### config.mk
export PLATFORM = sky130hd
export DESIGN_NAME = uart_transmitter
export DESIGN_NICKNAME = d
export VERILOG_FILES = /design/src/rtl/uart_pkg.sv /design/src/rtl/uart_baud_gen.sv /design/src/rtl/uart_transmitter.sv
export SDC_FILE = /design/constraint.sdc
export NUM_CORES = 1
export LEC_CHECK = 0
export ABC_AREA = 1
export BUFFER_PORTS_ARGS = -buffer_cell sky130_fd_sc_hd__clkbuf_2
export CORE_MARGIN = 2
export CORE_UTILIZATION = 55
export DETAILED_ROUTE_END_ITERATION = 16
export HOLD_SLACK_MARGIN = 0.1
export PLACE_DENSITY = 0.79
export RECOVER_POWER = 100
export SLEW_MARGIN = 5
export SYNTH_ARGS = -nofsm -noshare
export SYNTH_HDL_FRONTEND = slang
export SYNTH_SLANG_ARGS = --single-unit
### constraint.sdc
create_clock -name clk_tx -period 2.64 [get_ports clk_tx]
set_input_delay 0.132 -clock clk_tx [delete_from_list [all_inputs] [get_ports clk_tx]]
set_output_delay 0.132 -clock clk_tx [all_outputs]
set_load 0.02 [all_outputs]
### src/rtl/uart_pkg.sv
// Shared UART definitions: FSM states, default bit-rate divisors, line-control
// field positions and data-length decode. Shared by the transmitter and receiver.
package uart_pkg;

  typedef enum logic [2:0] {
    IDLE,
    START,
    DATA,
    PARITY,
    STOP
  } uart_state_e;

  // Clocks per bit at 18.432 MHz
  localparam int unsigned DIV_2400_DEF  = 7680;
  localparam int unsigned DIV_4800_DEF  = 3840;
  localparam int unsigned DIV_9600_DEF  = 1920;
  localparam int unsigned DIV_19200_DEF = 960;

  localparam int LCR_LEN_LO  = 0;
  localparam int LCR_LEN_HI  = 1;
  localparam int LCR_STOP    = 2;
  localparam int LCR_PAR_DIS = 3;
  localparam int LCR_PAR_ODD = 4;

  function automatic logic [3:0] data_len(input logic [1:0] len_sel);
    return 4'd8 - {2'b00, len_sel};
  endfunction

  function automatic logic [7:0] data_mask(input logic [1:0] len_sel);
    return 8'hFF >> len_sel;
  endfunction

endpackage

### src/rtl/uart_baud_gen.sv
// Bit-period generator: selects the divisor for the latched rate and emits a
// one-cycle bit_tick every DIV cycles while not held in clear.
module uart_baud_gen
  import uart_pkg::*;
#(
  parameter int unsigned DIV_2400  = DIV_2400_DEF,
  parameter int unsigned DIV_4800  = DIV_4800_DEF,
  parameter int unsigned DIV_9600  = DIV_9600_DEF,
  parameter int unsigned DIV_19200 = DIV_19200_DEF
) (
  input  logic       clk_tx,
  input  logic       rst,
  input  logic [1:0] baud_sel,
  input  logic       clear,
  output logic       bit_tick
);

  logic [12:0] cnt_q, cnt_d;
  logic [12:0] div_m1;

  always_comb begin
    case (baud_sel)
      2'b00:   div_m1 = 13'(DIV_2400 - 1);
      2'b01:   div_m1 = 13'(DIV_4800 - 1);
      2'b10:   div_m1 = 13'(DIV_9600 - 1);
      default: div_m1 = 13'(DIV_19200 - 1);
    endcase
  end

  assign bit_tick = !clear && (cnt_q == div_m1);

  always_comb begin
    cnt_d = cnt_q + 13'd1;
    if (clear || bit_tick) cnt_d = '0;
  end

  always_ff @(posedge clk_tx) begin
    if (!rst) cnt_q <= '0;
    else      cnt_q <= cnt_d;
  end

endmodule

### src/rtl/uart_transmitter.sv
// UART transmit half: byte handshake in, LSB-first frame out with configurable
// length/parity/stop. Optional line break via macro UART_TX_BREAK_EN.
//
// state  | meaning
// IDLE   | line high, ready for a frame (or holding a break when enabled)
// START  | start bit (line 0) for one bit period
// DATA   | N data bits, LSB first
// PARITY | parity bit, only when parity is enabled
// STOP   | 1 or 2 stop bits; also the recovery period after a break
module uart_transmitter
  import uart_pkg::*;
#(
  parameter int unsigned DIV_2400  = DIV_2400_DEF,
  parameter int unsigned DIV_4800  = DIV_4800_DEF,
  parameter int unsigned DIV_9600  = DIV_9600_DEF,
  parameter int unsigned DIV_19200 = DIV_19200_DEF
) (
  input  logic       clk_tx,
  input  logic       rst,
  input  logic [1:0] baud_sel,
  input  logic [4:0] line_control_reg,
  input  logic [7:0] data_tx,
  input  logic       tx_start,
`ifdef UART_TX_BREAK_EN
  input  logic       tx_break,
`endif
  output logic       tx_ready,
  output logic       serial_data_tx,
  output logic       active_flag_tx,
  output logic       transmission_done_flag
);

  uart_state_e state_q, state_d;
  logic [1:0]  baud_q, baud_d;
  logic [3:0]  lcr_q, lcr_d;
  logic [7:0]  shift_q, shift_d;
  logic [2:0]  bit_idx_q, bit_idx_d;
  logic        stop_idx_q, stop_idx_d;
  logic        par_q, par_d;
  logic        tx_q, tx_d;
  logic        ready_q, ready_d;
  logic        active_q, active_d;
  logic        done_q, done_d;
`ifdef UART_TX_BREAK_EN
  logic        brk_q, brk_d;
`endif

  logic bit_tick;
  logic last_bit;

  uart_baud_gen #(
    .DIV_2400 (DIV_2400),
    .DIV_4800 (DIV_4800),
    .DIV_9600 (DIV_9600),
    .DIV_19200(DIV_19200)
  ) u_baud_gen (
    .clk_tx  (clk_tx),
    .rst     (rst),
    .baud_sel(baud_q),
    .clear   (state_q == IDLE),
    .bit_tick(bit_tick)
  );

  assign last_bit = ({1'b0, bit_idx_q} == (data_len(lcr_q[LCR_LEN_HI:LCR_LEN_LO]) - 4'd1));

  always_comb begin
    state_d    = state_q;
    baud_d     = baud_q;
    lcr_d      = lcr_q;
    shift_d    = shift_q;
    bit_idx_d  = bit_idx_q;
    stop_idx_d = stop_idx_q;
    par_d      = par_q;
    tx_d       = tx_q;
    ready_d    = ready_q;
    active_d   = active_q;
    done_d     = 1'b0;
`ifdef UART_TX_BREAK_EN
    brk_d      = brk_q;
`endif

    case (state_q)
      IDLE: begin
        if (tx_start && ready_q) begin
          baud_d     = baud_sel;
          lcr_d      = line_control_reg[3:0];
          shift_d    = data_tx;
          // Parity is fixed at acceptance; only the N transmitted bits count
          par_d      = (^(data_tx & data_mask(line_control_reg[LCR_LEN_HI:LCR_LEN_LO])))
                       ^ line_control_reg[LCR_PAR_ODD];
          bit_idx_d  = '0;
          stop_idx_d = 1'b0;
          state_d    = START;
          tx_d       = 1'b0;
          ready_d    = 1'b0;
          active_d   = 1'b1;
        end
`ifdef UART_TX_BREAK_EN
        else if (tx_break) begin
          brk_d   = 1'b1;
          baud_d  = baud_sel;
          tx_d    = 1'b0;
          ready_d = 1'b0;
        end else if (brk_q) begin
          // One single-stop period of idle line before ready returns
          brk_d      = 1'b0;
          lcr_d      = '0;
          stop_idx_d = 1'b0;
          tx_d       = 1'b1;
          state_d    = STOP;
        end
`endif
      end

      START: begin
        if (bit_tick) begin
          state_d = DATA;
          tx_d    = shift_q[0];
        end
      end

      DATA: begin
        if (bit_tick) begin
          if (last_bit) begin
            if (!lcr_q[LCR_PAR_DIS]) begin
              state_d = PARITY;
              tx_d    = par_q;
            end else begin
              state_d = STOP;
              tx_d    = 1'b1;
            end
          end else begin
            bit_idx_d = bit_idx_q + 3'd1;
            shift_d   = shift_q >> 1;
            tx_d      = shift_q[1];
          end
        end
      end

      PARITY: begin
        if (bit_tick) begin
          state_d = STOP;
          tx_d    = 1'b1;
        end
      end

      STOP: begin
        if (bit_tick) begin
          if (lcr_q[LCR_STOP] && !stop_idx_q) begin
            stop_idx_d = 1'b1;
          end else begin
            state_d  = IDLE;
            ready_d  = 1'b1;
            active_d = 1'b0;
            done_d   = active_q;  // break recovery ends without a done pulse
          end
        end
      end

      default: begin
        state_d  = IDLE;
        tx_d     = 1'b1;
        ready_d  = 1'b1;
        active_d = 1'b0;
      end
    endcase
  end

  always_ff @(posedge clk_tx) begin
    if (!rst) begin
      state_q    <= IDLE;
      baud_q     <= '0;
      lcr_q      <= '0;
      shift_q    <= '0;
      bit_idx_q  <= '0;
      stop_idx_q <= 1'b0;
      par_q      <= 1'b0;
      tx_q       <= 1'b1;
      ready_q    <= 1'b1;
      active_q   <= 1'b0;
      done_q     <= 1'b0;
`ifdef UART_TX_BREAK_EN
      brk_q      <= 1'b0;
`endif
    end else begin
      state_q    <= state_d;
      baud_q     <= baud_d;
      lcr_q      <= lcr_d;
      shift_q    <= shift_d;
      bit_idx_q  <= bit_idx_d;
      stop_idx_q <= stop_idx_d;
      par_q      <= par_d;
      tx_q       <= tx_d;
      ready_q    <= ready_d;
      active_q   <= active_d;
      done_q     <= done_d;
`ifdef UART_TX_BREAK_EN
      brk_q      <= brk_d;
`endif
    end
  end

  assign tx_ready               = ready_q;
  assign serial_data_tx         = tx_q;
  assign active_flag_tx         = active_q;
  assign transmission_done_flag = done_q;

endmodule

==> results of run 1 <==
-- layer usage --
metal	share of wire [%]	routed length (um)	up-vias
met5	0	0	-
met4	1.7	68	0
met3	5.4	224	6
met2	44	1800	44
met1	49	2020	841
li1	-	-	1011
-- kinds of logic (layout without fill, tap and decap cells) --
family                   Yosys count  count (layout)  share of synthesized area (%)
AO/OA/AOI/OAI                     41              41                           11.1
XOR/XNOR                          12              12                           5.00
adder cells (fa/ha/maj)            2               2                           1.19
buffers and inverters             37              60                           7.74
flip-flops                        39              39                           37.2
AND/OR/NAND/NOR                  168             168                           37.8
-- where the power goes --
group	internal [mW]	switching, mW
combinational	0.366	0.766
clock	0.306	0.205
sequential	0.739	0.104
total	1.41	1.08
-- what timing repair did --
| item | 4_1_cts | 5_1_grt |
|---|---|---|
| buffers inserted | 0 | 0 |
| endpoints found under the hold margin | 3 | 0 |
| hold buffers | 3 | 0 |
-- worst max-delay path: stages, from the launching register on --
cell and delay [ns]:
dfxtp_1 0.33, inv_1 0.13, nand2_1 0.07, nor2_1 0.27
inv_1 0.16, nor2_1 0.44, inv_1 0.36, o21ai_0 0.25
a21oi_1 0.05
-- area by class of cell --
| class | count | share of cell area (%) |
|---|---|---|
| tap | 48 | 2.58 |
| multi-input combinational | 223 | 48.6 |
| timing repair buffer | 24 | 5.59 |
| clock buffer | 6 | 3.55 |
| clock inverter | 2 | 1.51 |
| inverter | 28 | 4.63 |
| sequential | 39 | 33.6 |
-- worst min-delay path by stage --
stage | start | to | slack, ns | cells past startpoint
finish | line_control_reg[0] | lcr_q[0]$_SDFFE_PN0P_ | 0.11 | 3
CTS | line_control_reg[0] | lcr_q[0]$_SDFFE_PN0P_ | 0.10 | 3
global placement | line_control_reg[2] | lcr_q[2]$_SDFFE_PN0P_ | 0.36 | 3
detailed placement | baud_sel[0] | baud_q[0]$_SDFFE_PN0P_ | 0.38 | 3
global route | line_control_reg[3] | lcr_q[3]$_SDFFE_PN0P_ | 0.14 | 3
floorplan | baud_sel[0] | baud_q[0]$_SDFFE_PN0P_ | 0.27 | 2
-- cell usage in the layout, fill, tap and decap left out, types with 3 or more instances in the layout --
cell,Yosys,final
nor3b_1,4,4
a21oi_1,21,21
nor3_1,3,3
dlygate4sd3_1,0,3
nor2_1,34,37
clkbuf_2,0,17
inv_1,26,26
o21ai_0,13,13
xnor2_1,6,6
dfxtp_1,39,39
nand2_1,82,83
nand4_1,15,15
clkbuf_8,0,6
nand3_1,12,13
clkbuf_1,2,4
xor2_1,6,6
nand2_4,3,3
-- flip-flops by register name (all words and copies together), names as in the netlist --
name,cells
shift_q,8
serial_data_tx,1
state_q,3
baud_q,2
u_baud_gen.cnt_q,13
lcr_q,4
par_q,1
tx_ready,1
active_flag_tx,1
bit_idx_q,3
stop_idx_q,1
transmission_done_flag,1
-- through the flow --
stage | util, % | instances | power [mW] | hold WS [ns]
after CTS | 64.4 | 370 | 2.53 | 0.100
final | 63.5 | 370 | 2.49 | 0.111
after detailed placement | 60.4 | 359 | 2.01 | 0.384
after global placement | 60.4 | 359 | 1.99 | 0.361
after floorplan | - | 299 | 1.83 | 0.267
after global routing | 63.5 | 370 | 2.69 | 0.140
==> results.md, run 1 <==
- The clock skew is 0.00334 ns.
- The count of instances resized after the clock tree is built is 0.
- The largest total area in the synthesized netlist belongs to dfxtp_1.
- The flow ran to the end, and the final reports show no timing, DRC or antenna violations.
- The number of max-slew violations in the final report came to 0.
- The total I/O pin count is 22.
- The min-delay analysis places its worst path in the category in -> reg.
- Of all flip-flops after synthesis, the portion carrying an async set or reset was 0%.
- Summing all placed instances gives a cell area of 2210 sq um.
- Setup slack on the worst reg-to-reg path comes out at 0.46 ns.
- The post-synthesis register bit count is 39.
- The max-slew headroom at the worst pin is 65.1%.
- The wire length per cell is 11.1 um.
- The die span in x is 65.8 um.
- The H-tree generated during clock tree synthesis spans 2 levels.
- The total track usage is 21.7%.
- The total count of hold-check failures in the final report is 0.
- For the worst-skew pair, the clock arrives at the later sink with an insertion delay of 0.29 ns.
- The most common flop cell mapped by yosys is dfxtp_1.
- The sequential share of the synthesized area is 37.2%.
- The count of nets after finishing is 341.
- The number of core rows is 22.
- The clock edge transition at the registers on the reported setup and hold paths is 0.07 ns.
- The die extent in y is 65.8 um.
- The worst path needs 2.18 ns of the cycle, external delays included.
- The synthesized netlist occupies a cell area of 2100 sq um.
- The number of detailed-route iterations in the first pass is 4.
- Setup violations remaining at the end of the flow were counted as 0.
- The number of buffers added by the clock tree synthesis step is 5.
- In this run the power density over the cells is 1070 nW/um^2.
- The TritonCTS sink count is 39.
- Counting along the longest clock path gives a buffer depth of 2.
- The aggregate negative setup slack is 0 ns.
- The area of all placed cells without fillers is 2330 sq um.
- After global routing the overflow that remains totals 0.
- Setup repair after global routing left no endpoint under its margin.
- The endpoint identified for the worst register-to-register timing path is lcr_q[3]$_SDFFE_PN0P_.
- The count of unique library cells instantiated by Yosys is 34.
- The transition time at the pin with the least slew margin is 0.521 ns.
- After layout, the worst path uses 82.5% of the clock period.
- The number of port buffers is 21.
- Summed over all cells, the static leakage comes to 0.996 nW.
- The final wirelength is 4.11 mm.
- In the post-route analysis, the smallest setup slack over all paths is 0.462 ns.
- The Yosys step of the flow raised 0 warnings.
- The number of antenna diodes in the final layout is 0.
- The number of nets in the synthesized netlist is 319.
- Timing analysis after detailed placement gives a worst setup slack of 0.713 ns.
- Following the worst setup path forward leads to its endpoint at lcr_q[3]$_SDFFE_PN0P_.
- The number of antenna violations at the first check in global routing is 0.
- The fraction of layout cells with a size suffix above 1 is 13.0%.
- Along the worst path, the maximum fanout reaches 12.
- The most used standard cell by instance count after synthesis is nand2_1.
- The CTS root buffer is clkbuf_8.
- The filler cells instantiated in the layout total 359.
- The post-route DRC violation count is 0.
- The effective utilization at floorplan is 57.4%.
- Entering global routing, the biggest net connects 16 pins.
- In this run the critical register-to-register path is launched from state_q[0]$_SDFFE_PN0P_.
- At the end of routability-driven placement, the weighted congestion stood at 0.852.
- IR analysis of the VDD net gives a maximum drop of 515 uV.
- The worst reg2reg path depth is 8.
- The global-route met3 utilization is 5.11%.
- The most used routing layer in global routing is met2.
- The cell count after synthesis is 299.
- After synthesis, the mean cell area works out to 7.03 sq um.
- The HPWL after detailed placement is 3.01 mm.
- By area the synthesized netlist is led by dfxtp_1 37%, nand2_1 15%, nor2_1 6.1%.
- The number of vias per cell is 5.14.
- The count of max-cap constraint violations is 0.
- The number of design-rule violations left by the first detailed-router iteration is 97.
- TritonCTS built the clock tree.
- In the synthesized netlist, the cells that appear most often are 82 x nand2_1, 39 x dfxtp_1, 34 x nor2_1.
- The placeable core region is 3660 sq um.
- The class of the most critical setup path is reg -> reg.
- The global-route wire length before repair is 7.21 mm.
- The start point of the critical path is state_q[0]$_SDFFE_PN0P_.
- The detail route stage leaves a number of antenna-violating nets equal to 0.
- The data required time of the worst path is 2.81 ns.
- The count of flip-flops with a built-in enable after synthesis is 0.
- The highest clock frequency the design can meet is 459 MHz.
- Detailed routing inserted a total of 1902 vias.
- Global routing used 28.8% of the available met1 tracks.
- The number of global-route vias before repair is 1648.
- For met2 alone, demand over resource in global routing was 34.5%.
- The worst setup path is captured at a flop.
- The die covers 4330 sq um.
- The multi-input combinational cells in the finished layout cover a total of 1130 sq um.
- STA classifies the critical path startpoint as a flop.
- Relative to the synthesized area, the layout overhead comes to 10.7%.
- The fraction of synthesized cell area taken by the top area cell type is 37.2%.
- The area taken by flip-flops and latches is 781 sq um.
- Data on the critical path arrives at its endpoint at 2.35 ns.
Power figures use the tool's default switching activity.
==> run 2: changes to the inputs <==
==> constraint.sdc (replaced) <==
create_clock -name clk_tx -period 2.1 [get_ports clk_tx]
set_input_delay 0.105 -clock clk_tx [delete_from_list [all_inputs] [get_ports clk_tx]]
set_output_delay 0.105 -clock clk_tx [all_outputs]
set_load 0.02 [all_outputs]
==> run 2 against run 1 <==
Setup slack worse by 0.26 ns. Sequential cell count unchanged. Count of clock-buffer cells in the layout rose by 1. Sequential power increased by 26%. Design area increased by 1.3%. Critical path depth rose by 2. Global-route usage rose by 0.58 points. Clock skew up 0.0030 ns. Register-to-register slack got worse by 0.26 ns.
==> results.md, run 2 (same netlist as run 1, synthesis figures left out) <==
- The flow ran to the end, and the final reports show no timing, DRC or antenna violations.
- The cell class contributing the biggest share of worst-path delay is simple AND/OR/NAND/NOR gates.
- The total track usage is 22.3% (+0.58 points).
- The post-route DRC violation count is 0 (unchanged).
- The data required time of the worst path is 2.29 ns (-0.52 ns).
- The fraction of layout cells with a size suffix above 1 is 13.8% (+0.72 points).
- The TritonCTS sink count is 39 (unchanged).
- The count of nets after finishing came to 346 (+1.5%).
- The count of nets left with antenna violations after detail routing came to 0 (unchanged).
- The total I/O pin count is 22 (unchanged).
- The transition time at the pin with the least slew margin is 0.508 ns (-0.0137 ns).
- Setup repair after global routing left no endpoint under its margin.
- The largest register by flop count is u_baud_gen.cnt_q.
- The global-route wire length before repair is 7.32 mm (+1.5%).
- The total count of hold-check failures in the final report is 0 (unchanged).
- The number of detailed-route iterations in the first pass is 4 (unchanged).
- The highest clock frequency the design can meet is 528 MHz (+15%).
- The maximum level of the CTS H-tree is 2 (unchanged).
- The max-slew headroom at the worst pin is 66.1% (+0.92 points).
- The leftover overflow at the end of global routing was 0 (unchanged).
- The final wirelength is 4.11 mm (-0.15%).
- The met2 routed wirelength is 1.82 mm (+1.4%).
- The count of instances resized after the clock tree is built is 0 (unchanged).
- The die span in x was 65.8 um (unchanged).
- The number of setup buffers added after CTS came to 0 (unchanged).
- The number of global-route vias before repair is 1696 (+2.9%).
- Walking the worst path, the cells encountered are ha_1 > nand2_2 > nor2_4 > nand2_2 > a21oi_4 > nand3_4 > nand2_4 > nand3_2 > o21ai_0 > nor2_1.
- The worst stage delay on the critical path came to 0.35 ns (-0.09 ns).
- The CTS root buffer is clkbuf_8.
- The number of vias per cell is 5.15 (+0.12%).
- The area of all placed cells without fillers is 2360 sq um (+1.3%).
- The worst hold slack is 0.143 ns (+0.0323 ns).
- The number of buffer and inverter instances along the worst setup path is 0 (-3).
- The worst-case setup margin in the final layout is 0.207 ns (-0.256 ns).
- The clock edge transition at the registers on the reported setup and hold paths is 0.07 ns (about the same).
- The maximum ir drop on the vdd rail came to 551 uV (+6.9%).
- The CTS tree is built.
- The hold buffer count at cts was 6 (+3).
- The routed length on met1 came to 1.98 mm (-1.9%).
- The maximum number of pins on one net before global-route repair is 16 (unchanged).
- The number of buffers added by the clock tree synthesis step was 5 (unchanged).
- The class of the most critical setup path is reg -> reg.
- The floorplan die area came to 4330 sq um (unchanged).
- The effective utilization at floorplan is 57.4% (unchanged).
- The via count of the routed design is 1930 (+1.5%).
- In the final layout, the registers with the most flip-flops are u_baud_gen.cnt_q x13, shift_q x8, lcr_q x4.
- The number of max-slew violations in the final report is 0 (unchanged).
- The number of port buffers is 21 (unchanged).
- The minimum clock period after layout was 1.89 ns (-0.284 ns).
- The area after detailed placement is 2230 sq um (+0.68%).
- The clock skew came to 0.00629 ns (+0.00295 ns).
- The maximum root-to-sink buffer count came to 2 (unchanged).
- The detailed-routed wire length on met3 is 229 um (+2.2%).
- The number of diodes is 0 (unchanged).
- The leading cell type in the layout, fill and taps excluded is nand2_1.
- STA classifies the critical path startpoint as a flop.
- The library cell contributing the largest single delay on the critical path is dfxtp_1.
- The critical path data arrival time is 2.09 ns (-0.26 ns).
- The kind of end point of the critical path is a flop.
- The area growth from synthesis to layout is 12.2%.
- The half-perimeter wire length after detailed placement is 3.02 mm (+0.55%).
- The top routing layer in use is met4.
- The library cells used most frequently in the layout, excluding fill and tap cells, are 82 x nand2_1, 39 x dfxtp_1, 36 x nor2_1.
- The number of core rows is 22 (unchanged).
- The worst-path maximum fanout is 12 (unchanged).
- The wire length per cell is 11.0 um (-1.5%).
- The aggregate negative setup slack came to 0 ns (unchanged).
- The later-pin clock latency in the skew report was 0.29 ns (about the same).
- The path class of the tightest hold or removal check is in -> reg.
- The pre-CTS setup slack was 0.203 ns (-0.510 ns).
- The count of max-cap constraint violations is 0 (unchanged).
- The die extent in y is 65.8 um (unchanged).
- The cell leakage power was 1.00 nW (+0.42%).
- The last weighted congestion value of the routability-driven placer is 0.859 (+0.80%).
- The placeable core region is 3660 sq um (unchanged).
- The number of flip-flops under the largest register name came to 13 (unchanged).
- The number of setup violations in the final report is 0 (unchanged).
- The number of antenna violations at the first check in global routing is 0 (unchanged).
- The power per standard cell area is 1280 nW/um^2 (+20%).
- The fraction of the cycle the final worst path needs is 90.2% (+7.7 points).
- By instance count, the cell type seen most on the critical path is nand2_2.
- The number of design-rule violations left by the first detailed-router iteration came to 160 (+65%).
[run 2: cell count changes in the layout (fill, tap and decap cells not counted), sizes merged]
cell	previous run	this run
dlygate4sd3	3	6
clkbuf	27	28
bufinv	1	0
buf	0	2
[run 2: power by group]
group | internal, mW | leakage, nW | switching (mW)
sequential | 0.929 | 0.319 | 0.129
combinational | 0.497 | 0.640 | 0.983
clock | 0.233 | 0.0422 | 0.254
[run 2: stage by stage]
stage / utilization, % / total power, mW / std cells
after detailed placement: 60.8 / 2.56 / 361
after floorplan: - / 2.30 / 299
after global routing: 64.4 / 3.31 / 375
after global placement: 60.8 / 2.53 / 361
after CTS: 64.7 / 3.06 / 375
final: 64.4 / 3.03 / 375
[run 2: area by class of cell]
cell class	instances	area, sq um
repair buffers	29	175
flip-flops and latches	39	781
clock inverters	1	5.00
clock buffers	7	76.3
well taps	48	60.1
fillers	335	1300
multi-input cells	223	1150
inverters	28	108
[run 2: layer usage]
metal / GRT usage, % / vias to the layer above
met5: 0 / -
met4: 8.07 / 0
met3: 6.81 / 8
met2: 35.4 / 44
met1: 28.6 / 855
li1: - / 1023
[run 2: path summary, 6_finish.rpt]
kind | depth (start not counted) | from | slack [ns] | to
setup / recovery | 10 | u_baud_gen.cnt_q[0]$_SDFF_PP0_ | 0.21 | bit_idx_q[1]$_SDFFE_PN0P_
hold / removal | 3 | line_control_reg[1] | 0.14 | lcr_q[1]$_SDFFE_PN0P_
setup reg to reg | 10 | u_baud_gen.cnt_q[0]$_SDFF_PP0_ | 0.21 | bit_idx_q[1]$_SDFFE_PN0P_
hold reg to reg | 1 | u_baud_gen.cnt_q[0]$_SDFF_PP0_ | 0.45 | u_baud_gen.cnt_q[0]$_SDFF_PP0_
[run 2: worst reg2reg max path: cells and delay by family (launching register included)]
| family | cells | cell delay [ns] |
|---|---|---|
| adders and majority gates | 1 | 0.21 |
| AOI/OAI and AO/OA | 2 | 0.36 |
| and+or+nand+nor | 7 | 0.87 |
| DFF | 1 | 0.35 |
